--- src/rtl/mem_port_if.sv ---
// mem_port_if: fetch, load/store and byte-wide RAM signals of mem_port_arbiter
// MEMPORT_IF_ABORT_EN adds if_flush for abandoning an in-flight fetch.
interface mem_port_if #(parameter int ADDR_W = 32);
  logic              if_req;
  logic [ADDR_W-1:0] if_addr;
  logic [31:0]       if_data;
  logic              if_done;
`ifdef MEMPORT_IF_ABORT_EN
  logic              if_flush;
`endif
  logic              mem_req;
  logic              mem_we;
  logic [1:0]        mem_len;
  logic [ADDR_W-1:0] mem_addr;
  logic [31:0]       mem_wdata;
  logic [31:0]       mem_rdata;
  logic              mem_done;
  logic [ADDR_W-1:0] ram_addr;
  logic              ram_we;
  logic [7:0]        ram_dout;
  logic [7:0]        ram_din;
  modport master (
`ifdef MEMPORT_IF_ABORT_EN
    output if_flush,
`endif
    output if_req, if_addr, mem_req, mem_we, mem_len, mem_addr, mem_wdata, ram_din,
    input  if_data, if_done, mem_rdata, mem_done, ram_addr, ram_we, ram_dout
  );
  modport slave (
`ifdef MEMPORT_IF_ABORT_EN
    input  if_flush,
`endif
    input  if_req, if_addr, mem_req, mem_we, mem_len, mem_addr, mem_wdata, ram_din,
    output if_data, if_done, mem_rdata, mem_done, ram_addr, ram_we, ram_dout
  );
endinterface

--- src/rtl/mem_port_arbiter.sv ---
// mem_port_arbiter: shares one byte-wide RAM port between fetch and load/store, little-endian
// Optional MEMPORT_IF_ABORT_EN: bus.if_flush abandons a fetch in its grant cycle or while reading.
module mem_port_arbiter #(
  parameter int ADDR_W = 32
) (
  input logic       clk,
  input logic       rst,
  mem_port_if.slave bus
);
  typedef enum logic [2:0] {IDLE, IF_RD, MEM_RD, MEM_WR, DONE} state_t;
  state_t            r_state, w_next;
  logic [ADDR_W-1:0] r_addr;
  logic [2:0]        r_len, r_cnt;
  logic [1:0]        w_sel;
  logic [31:0]       r_wdata, r_buf, r_if_data, r_mem_rdata, w_asm;
  logic              r_own_mem, w_flush, w_rd, w_rd_last, w_wr_last, w_grant;
`ifdef MEMPORT_IF_ABORT_EN
  assign w_flush = bus.if_flush;
`else
  assign w_flush = 1'b0;
`endif
  assign w_rd      = r_state == IF_RD || r_state == MEM_RD;
  // RAM data lags the address by one edge, so reads spend one extra cycle draining
  assign w_rd_last = r_cnt == r_len;
  assign w_wr_last = r_cnt + 3'd1 == r_len;
  assign w_grant   = r_state == IDLE && w_next != IDLE;
  assign w_sel     = r_cnt[1:0] - 2'd1;
  assign w_asm     = r_buf | ({24'd0, bus.ram_din} << {w_sel, 3'b000});
  always_ff @(posedge clk) r_state <= rst ? IDLE : w_next;
  always_comb begin
    w_next = r_state;
    case (r_state)
      IDLE:    w_next = bus.mem_req ? (bus.mem_we ? MEM_WR : MEM_RD)
                      : (bus.if_req && !w_flush) ? IF_RD : IDLE;
      IF_RD:   w_next = w_flush ? IDLE : w_rd_last ? DONE : IF_RD;
      MEM_RD:  w_next = w_rd_last ? DONE : MEM_RD;
      MEM_WR:  w_next = w_wr_last ? DONE : MEM_WR;
      default: w_next = IDLE;
    endcase
  end
  always_ff @(posedge clk) begin
    if (rst) begin
      r_addr      <= '0;
      r_len       <= '0;
      r_cnt       <= '0;
      r_wdata     <= '0;
      r_buf       <= '0;
      r_if_data   <= '0;
      r_mem_rdata <= '0;
      r_own_mem   <= 1'b0;
    end else if (w_grant) begin
      r_addr    <= bus.mem_req ? bus.mem_addr : bus.if_addr;
      r_len     <= !bus.mem_req ? 3'd4 : bus.mem_len[1] ? 3'd4 : bus.mem_len[0] ? 3'd2 : 3'd1;
      r_cnt     <= '0;
      r_wdata   <= bus.mem_wdata;
      r_buf     <= '0;
      r_own_mem <= bus.mem_req;
    end else if (w_rd || r_state == MEM_WR) begin
      r_cnt   <= r_cnt + 3'd1;
      r_wdata <= r_wdata >> 8;
      if (r_cnt + 3'd1 < r_len) r_addr <= r_addr + ADDR_W'(1);
      if (w_rd && r_cnt != 3'd0) r_buf <= w_asm;
      if (w_rd && w_next == DONE && r_own_mem) r_mem_rdata <= w_asm;
      if (w_rd && w_next == DONE && !r_own_mem) r_if_data <= w_asm;
    end
  end
  assign bus.ram_addr  = r_addr;
  assign bus.ram_we    = r_state == MEM_WR;
  assign bus.ram_dout  = r_wdata[7:0];
  assign bus.if_data   = r_if_data;
  assign bus.mem_rdata = r_mem_rdata;
  assign bus.if_done   = r_state == DONE && !r_own_mem;
  assign bus.mem_done  = r_state == DONE && r_own_mem;
endmodule

--- src/flat_wrapper.sv ---
// flat-port wrapper written by rule: the top's interface ports become plain ports
module mem_port_arbiter_flat 
#(
  parameter int ADDR_W = 32
)
  (clk, rst, bus_if_req, bus_if_addr, bus_mem_req, bus_mem_we, bus_mem_len, bus_mem_addr, bus_mem_wdata, bus_ram_din, bus_if_data, bus_if_done, bus_mem_rdata, bus_mem_done, bus_ram_addr, bus_ram_we, bus_ram_dout);
  mem_port_if #(.ADDR_W(ADDR_W)) bus_i ();
  input logic clk;
  input logic rst;
  input wire logic [$bits(bus_i.if_req)-1:0] bus_if_req;
  input wire logic [$bits(bus_i.if_addr)-1:0] bus_if_addr;
  input wire logic [$bits(bus_i.mem_req)-1:0] bus_mem_req;
  input wire logic [$bits(bus_i.mem_we)-1:0] bus_mem_we;
  input wire logic [$bits(bus_i.mem_len)-1:0] bus_mem_len;
  input wire logic [$bits(bus_i.mem_addr)-1:0] bus_mem_addr;
  input wire logic [$bits(bus_i.mem_wdata)-1:0] bus_mem_wdata;
  input wire logic [$bits(bus_i.ram_din)-1:0] bus_ram_din;
  output wire logic [$bits(bus_i.if_data)-1:0] bus_if_data;
  output wire logic [$bits(bus_i.if_done)-1:0] bus_if_done;
  output wire logic [$bits(bus_i.mem_rdata)-1:0] bus_mem_rdata;
  output wire logic [$bits(bus_i.mem_done)-1:0] bus_mem_done;
  output wire logic [$bits(bus_i.ram_addr)-1:0] bus_ram_addr;
  output wire logic [$bits(bus_i.ram_we)-1:0] bus_ram_we;
  output wire logic [$bits(bus_i.ram_dout)-1:0] bus_ram_dout;
  assign bus_i.if_req = bus_if_req;
  assign bus_i.if_addr = bus_if_addr;
  assign bus_i.mem_req = bus_mem_req;
  assign bus_i.mem_we = bus_mem_we;
  assign bus_i.mem_len = bus_mem_len;
  assign bus_i.mem_addr = bus_mem_addr;
  assign bus_i.mem_wdata = bus_mem_wdata;
  assign bus_i.ram_din = bus_ram_din;
  assign bus_if_data = bus_i.if_data;
  assign bus_if_done = bus_i.if_done;
  assign bus_mem_rdata = bus_i.mem_rdata;
  assign bus_mem_done = bus_i.mem_done;
  assign bus_ram_addr = bus_i.ram_addr;
  assign bus_ram_we = bus_i.ram_we;
  assign bus_ram_dout = bus_i.ram_dout;
  mem_port_arbiter #(.ADDR_W(ADDR_W)) u_core (.clk(clk), .rst(rst), .bus(bus_i));
endmodule
--- config.mk ---
export PLATFORM = sky130hd
export DESIGN_NAME = mem_port_arbiter_flat
export DESIGN_NICKNAME = d
export VERILOG_FILES = /design/src/rtl/mem_port_if.sv /design/src/rtl/mem_port_arbiter.sv /design/src/flat_wrapper.sv
export SDC_FILE = /design/constraint.sdc
export NUM_CORES = 1
export LEC_CHECK = 0
export BUFFER_PORTS_ARGS = -buffer_cell sky130_fd_sc_hd__clkbuf_2
export CAP_MARGIN = 10
export CORE_UTILIZATION = 47
export CTS_CLUSTER_SIZE = 16
export DETAILED_ROUTE_END_ITERATION = 6
export HOLD_SLACK_MARGIN = 0.12
export PLACE_DENSITY = 0.77
export SLEW_MARGIN = 20
export SYNTH_ARGS = -nofsm -noshare
export SYNTH_HDL_FRONTEND = slang
export SYNTH_SLANG_ARGS = --single-unit
--- constraint.sdc ---
create_clock -name clk -period 2.45 [get_ports clk]
set_clock_uncertainty 0.05 [all_clocks]
set_input_delay 0.49 -clock clk [delete_from_list [all_inputs] [get_ports clk]]
set_output_delay 0.49 -clock clk [all_outputs]
set_load 0.01 [all_outputs]
-- Yosys cells after proc, flatten, opt, wreduce, memory -nomap -nowiden
Cells that the tools add are included.
- $add $sub $neg: 3
- order comparisons: 1
- equal/unequal tests: 7
- shift operators: 1
- muxes and demuxes: 16
- bitwise logic cells: 2
- reductions and logical operators: 20
- operators by type and width (operator ; number):
    32-bit 2-to-1 mux ; 6
    32-bit by 1-bit adder with 32-bit output (second input constant) ; 1
    32-bit bitwise OR ; 1
    8-bit by 5-bit << shifter with 32-bit output ; 1
    3-bit 2-to-1 mux ; 6
    3-bit one-hot mux with 4 select lines ; 1
    1-bit logical AND ; 7
    3-bit by 2-bit equality test with 1-bit output (second input constant) ; 2
    3-bit equality test ; 2
    3-bit equality test (second input constant) ; 2
    3-bit AND reduction ; 2
    3-bit nonzero test ; 2
    2-bit AND reduction ; 2
    2-bit nonzero test ; 2
    3-bit by 1-bit adder with 3-bit output (second input constant) ; 1
    3-bit by 1-bit equality test with 1-bit output (second input constant) ; 1
    3-bit logical NOT ; 1
    3-bit less-than comparator ; 1
    1-bit logical OR ; 2
    1-bit 2-to-1 mux ; 2
    2-bit 2-to-1 mux ; 1
    2-bit OR reduction ; 1
    2-bit by 1-bit subtractor with 2-bit output (second input constant) ; 1
    1-bit logical NOT ; 1
    1-bit inverter ; 1
- register bits: 170
- input port bits: 111
- output and inout port bits: 107
- word-level logic and storage cells: 59

-- Logic depth before layout (Yosys ltp)
- depth in word-level cells: 8
- gate-level depth with buffers: 9
- mapped depth without buffers: 8

-- Worst setup path after synthesis
Ideal clock, no wire load.
- path type: register to register
- start point: reg u_core.r_cnt[0]
- end point: reg u_core.r_addr[6] (netlist: u_core.bus.ram_addr[6])
- library setup time: 86 ps
- arrival time: 2439 ps
- required time: 2314 ps
- setup slack: -124 ps
- cell stages (with the launch flop): 9
- buffers on the path: 0
- period minus slack after synthesis: 2574 ps
- cells stage by stage: dfxtp_1 -> inv_1 -> ha_1 -> ha_1 -> nor2b_1 -> o21a_1 -> or4_1 -> xor2_1 -> a211oi_1
- word-level cells in the longest chain between the ends: 8
- elaborated cells on any way between the ends: 14
- those cells by class: add/sub (1); order compare (1); eq/ne (2); mux (5); reduce/logical (5)
- RTL lines (item ; line ; source):
    from (decl) ; mem_port_arbiter.sv:13 ; logic [2:0] r_len, r_cnt;
    from (signal assigned) ; mem_port_arbiter.sv:59 ; r_cnt <= r_cnt + 3'd1;
    3-bit by 1-bit adder with 3-bit output ; mem_port_arbiter.sv:25, mem_port_arbiter.sv:61 ;
    3-bit equality test ; mem_port_arbiter.sv:25 ; assign w_wr_last = r_cnt + 3'd1 == r_len;
    3-bit 2-to-1 mux ; mem_port_arbiter.sv:37 ; MEM_WR: w_next = w_wr_last ? DONE : MEM_WR;
    3-bit one-hot mux with 4 select lines ; mem_port_arbiter.sv:32 ; case (r_state)
    3-bit nonzero test ; mem_port_arbiter.sv:26 ; assign w_grant = r_state == IDLE && w_next != IDLE;
    1-bit logical AND ; mem_port_arbiter.sv:26 ;
    2-bit nonzero test (no source line) ; -- ;
    2-bit AND reduction (no source line) ; -- ;
    to (signal assigned) ; mem_port_arbiter.sv:52 ; r_addr <= bus.mem_req ? bus.mem_addr : bus.if_addr;
    to (signal assigned) ; mem_port_arbiter.sv:61 ; if (r_cnt + 3'd1 < r_len) r_addr <= r_addr + ADDR_W'(1);
    to (decl) ; mem_port_arbiter.sv:12 ; logic [ADDR_W-1:0] r_addr;
Several ways; a longest one is shown, not always the timed one.
A chain may end at the register's enable or synchronous reset.

-- Worst setup path in the final report
Ends and elaborated chain as after synthesis.

==> results by stage <==
Synth:
- The synthesized cell area is 0.00732 mm2.
- After synthesis the netlist holds a flip-flop and latch count of 170.
- Yosys printed 0 warnings.
- Each instance of the synthesized netlist takes up on average 8.87 um2.
- The cell count after synthesis is 826.
- By area the synthesized netlist is led by dfxtp_1 (46%), a211oi_1 (9.6%), nor2_1 (7.5%).
- Counting flops with a built-in enable in the synthesized netlist gives 0.
- The commonest register cell after synthesis is dfxtp_1.
- The post-synthesis net count is 943.
- Yosys mapped the design onto 63 distinct sky130hd cell types.
- Counting instances in the post-synthesis netlist gives the leading cell types as dfxtp_1 (170), nor2_1 (147), a211oi_1 (94), a21oi_1 (75), clkbuf_1 (44).
- dfxtp_1 takes more of the synthesized area than any other cell.
- In the synthesized netlist the async set-or-reset flop fraction comes to 0%.
- Sequential cells were found to cover 46.5% of the synthesized design area.
- The synthesized design devotes to its leading area cell type 46.5% of total area.
- The most common cell in the synthesized netlist is dfxtp_1.

Clocking:
- The clock transition time at the flip-flop clock pins of the worst setup and hold paths is 0.07 ns.
- For the worst-skew pair, the clock arrives at the later sink with an insertion delay of 0.42 ns.
- The number of buffers added to fix hold violations after cts is 0.
- The number of clock buffers added by TritonCTS is 17.
- The tree is rooted in a clkbuf_16.
- The CTS tree is yes.
- The maximum level of the CTS H-tree is 4.
- CTS saw 170 sinks.
- Counting along the longest clock path gives a buffer depth of 2.

Critical path:
- STA classifies the critical path endpoint as a flip-flop.
- On the worst path, the slowest cell contributes a delay of 0.53 ns.
- The worst register-to-register path begins at u_core.r_cnt[0].
- The critical path is of the flip-flop to flip-flop type.
- The worst endpoint data arrival time is 2.65 ns.
- In this run the worst path has a maximum fanout of 7.
- Grouping stages by cell kind, the critical path spends the most delay in simple AND/OR/NAND/NOR gates.
- The worst-case register-to-register setup slack is 0.09 ns.
- Data on the critical path is required at its endpoint by 2.74 ns.
- The element type at the critical path start is a flip-flop.
- Traced cell by cell, the critical path runs through buf_6, ha_4, xor2_1, ha_1, buf_6, o21a_1, or4_4, xor2_1, a211oi_1.
- The count of buffering cells on the critical path with inverters included is 2.
- The slowest cell on the critical path is or4_4.
- The number of cells on the worst reg-to-reg path is 9.
- In this run the critical register-to-register path is captured at u_core.bus.ram_addr[6].

STA:
- The ratio of final minimum period to clock period is 96.2%.
- The actual transition at the worst max-transition pin is 1.01 ns.
- Hold timing on the final database bottoms out at a slack of 0.256 ns.
- The clock period could shrink to 2.36 ns.
- The max-slew violation count is 0.
- Headroom to the max-slew limit came out at 32.9%.
- Timing would allow up to 0.424 GHz.
- The setup violation total in the final timing report is 0.
- The hold violation total from the final report is 0.

Min path:
- The worst hold endpoint is u_core.r_wdata[13].
- The class of the most critical hold timing path is primary input to flip-flop.
- The worst hold path was traced through 3 stages.
- The launch point of the worst hold path is bus_mem_wdata[13].

Route:
- Wires add up to 19300 um.
- The sum of routed wire segments on met1 is 8730 um.
- The detailed-route vias per instance is 5.69.
- The number of violations reported at the end of detailed-routing iteration 0 is 515.
- The routed design uses 1200 um of met3 wire.
- For this run, design rule violations remaining after detail routing come to 11.
- Wire segments on met2 add up to 9060 um in the final route.
- Once detail routing completed, the nets flagged for antenna violations numbered 0.
- The total number of vias is 6933.
- The highest layer touched by signal routing is met4.
- Dividing the detail-routed wire length by the instance count gives 15.8 um.
- The detailed-routing iteration count for the pre-antenna-repair pass is 7.

Placement:
- At the end of routability-driven placement, the weighted congestion stood at 0.834.
- The HPWL after detailed placement is 13400 um.
- The number of port buffers is 217.
- The area of placed instances is 0.00857 mm2.

Floorplanning:
- The die is 127 um wide.
- The height of the die is 127 um.
- The number of placement rows is 45.
- The boundary pin count is 218.
- The area of the die is 0.0161 mm2.
- For this configuration, the core starts out at a cell density of 48.2%.
- The area inside the core boundary is 0.0152 mm2.

Power and ir drop:
- VDD sags by at most 0.706 mV.
- The power per cell area is 1120 mW/mm2.
- The leakage power summed over all cells is 3.73 nW.

Run status:
- The final reports fail on design-rule violations.
- The flow ran to the end, but the final reports show violations.

Global route:
- The via count of the first global-routing pass came to 6201.
- The number of antenna violations at the first check in global routing is 0.
- The first global-routing pass estimated 30800 um of wire.
- The total global routing track utilization is 23.9%.
- The maximum number of pins on one net before global-route repair is 65.
- Summed over all layers, the global routing overflow is 0.

Finish:
- The ratio of cells with drive above 1 in the final layout is 30.3%.
- With fillers left out, the area of the finished cells amounts to 0.00926 mm2.
- 0 antenna diodes ended up in the layout.
- The number of nets at the end of the flow is 1136.
- From synthesis to final layout, the design area changed by 26.5%.

Job:
- The max-cap check violation count is 0.
## through the flow
step / instances / power, mW / util (%) / setup TNS, ns / setup WS (ns)
floorplan: 826 / 6.34 / - / 0 / 0.0500
global placement: 1184 / 7.59 / 56.4 / -0.201 / -0.0749
detailed placement: 1184 / 7.67 / 56.4 / -0.455 / -0.148
CTS: 1215 / 10.2 / 60.1 / 0 / 0.0174
global route: 1219 / 11.0 / 60.9 / -0.000328 / -0.000328
finish: 1219 / 10.3 / 60.9 / 0 / 0.0933
## state kept, by name, summed over array words and instances, names as in the netlist
register and cells:
u_core.bus.if_data 32, u_core.bus.mem_rdata 32, u_core.bus.ram_addr 32, u_core.r_buf 32, u_core.r_wdata 32, u_core.r_cnt 3
u_core.r_len 3, u_core.r_state 3, u_core.r_own_mem 1
## what timing repair did
| action | 4_1_cts | 5_1_grt |
|---|---|---|
| pin swaps | 0 | 10 |
| setup endpoints to repair | 7 | 17 |
| setup buffers | 0 | 4 |
| gates resized for setup | 2 | 21 |
## per-layer routing
layer	GRT usage [%]	up-vias
li1	-	3421
met1	31.8	3271
met2	37.9	216
met3	6.20	25
met4	7.28	0
met5	0	-
## cells in the final DEF (no fill, tap or decap), types with 3 or more instances in the layout
| cell type | synthesis | final |
|---|---|---|
| o21ai_0 | 16 | 16 |
| nand2b_1 | 4 | 4 |
| dfxtp_1 | 170 | 169 |
| a222oi_1 | 24 | 24 |
| a311oi_2 | 0 | 3 |
| ha_4 | 0 | 3 |
| inv_1 | 13 | 12 |
| a21oi_1 | 75 | 75 |
| buf_4 | 10 | 27 |
| clkbuf_16 | 0 | 17 |
| nor2b_1 | 23 | 21 |
| a211oi_1 | 94 | 94 |
| nor2_1 | 147 | 146 |
| nor4_1 | 6 | 6 |
| clkinv_2 | 0 | 3 |
| clkbuf_1 | 44 | 3 |
| xnor2_1 | 5 | 5 |
| xor2_1 | 11 | 11 |
| or3_1 | 15 | 14 |
| nand2_1 | 16 | 16 |
| nor3_1 | 10 | 10 |
| buf_6 | 1 | 4 |
| clkinv_4 | 0 | 4 |
| clkbuf_2 | 0 | 216 |
| o211ai_1 | 5 | 5 |
| a31oi_1 | 3 | 3 |
| nand4_1 | 15 | 15 |
| a22oi_1 | 10 | 10 |
| buf_12 | 0 | 4 |
| nor3_4 | 3 | 4 |
| ha_1 | 6 | 3 |
| nand3_1 | 15 | 13 |
| a311oi_1 | 11 | 8 |
| mux2i_1 | 12 | 12 |
| and3_1 | 5 | 4 |
## report_power, final
part           switching (mW)  internal, mW
registers               0.522          3.41
clock network            1.08          1.42
logic                    2.27          1.62
## layout make-up
class	instances	area, um2
Fill cell	1362	5940
Inverter	14	52.6
Sequential cell	170	3400
Clock inverter	10	96.3
Tap cell	188	235
Timing Repair Buffer	251	1410
Multi-Input combinational cell	565	3610
Clock buffer	21	450
## worst min-delay path: stages
cell and delay (ns):
clkbuf_2 0.07, a222oi_1 0.05, nor2_1 0.08
## cells by family (layout without fill, tap and decap cells)
family	after synthesis	count (layout)	synth area share, %
AND/OR/NAND/NOR	274	274	18.6
multiplexers	13	13	1.79
flip-flops	170	170	46.5
adder cells (fa/ha/maj)	6	6	1.03
XOR/XNOR	16	16	1.91
AO/OA/AOI/OAI	256	256	24.3
buffers and inverters	91	296	5.86
## how the worst max path moves through the flow
stage	from	endpoint	slack [ns]	depth (start not counted)
floorplan	u_core.r_cnt[0]	u_core.bus.ram_addr[6]	0.05	8
global placement	u_core.r_cnt[0]	u_core.bus.ram_addr[14]	-0.07	8
detailed placement	u_core.r_cnt[0]	u_core.bus.ram_addr[26]	-0.15	8
CTS	u_core.r_cnt[0]	u_core.bus.ram_addr[6]	0.02	9
global route	u_core.r_cnt[1]	u_core.bus.ram_addr[6]	-0.0003	9
finish	u_core.r_cnt[0]	u_core.bus.ram_addr[6]	0.09	9
Power figures use the tool's default switching activity.
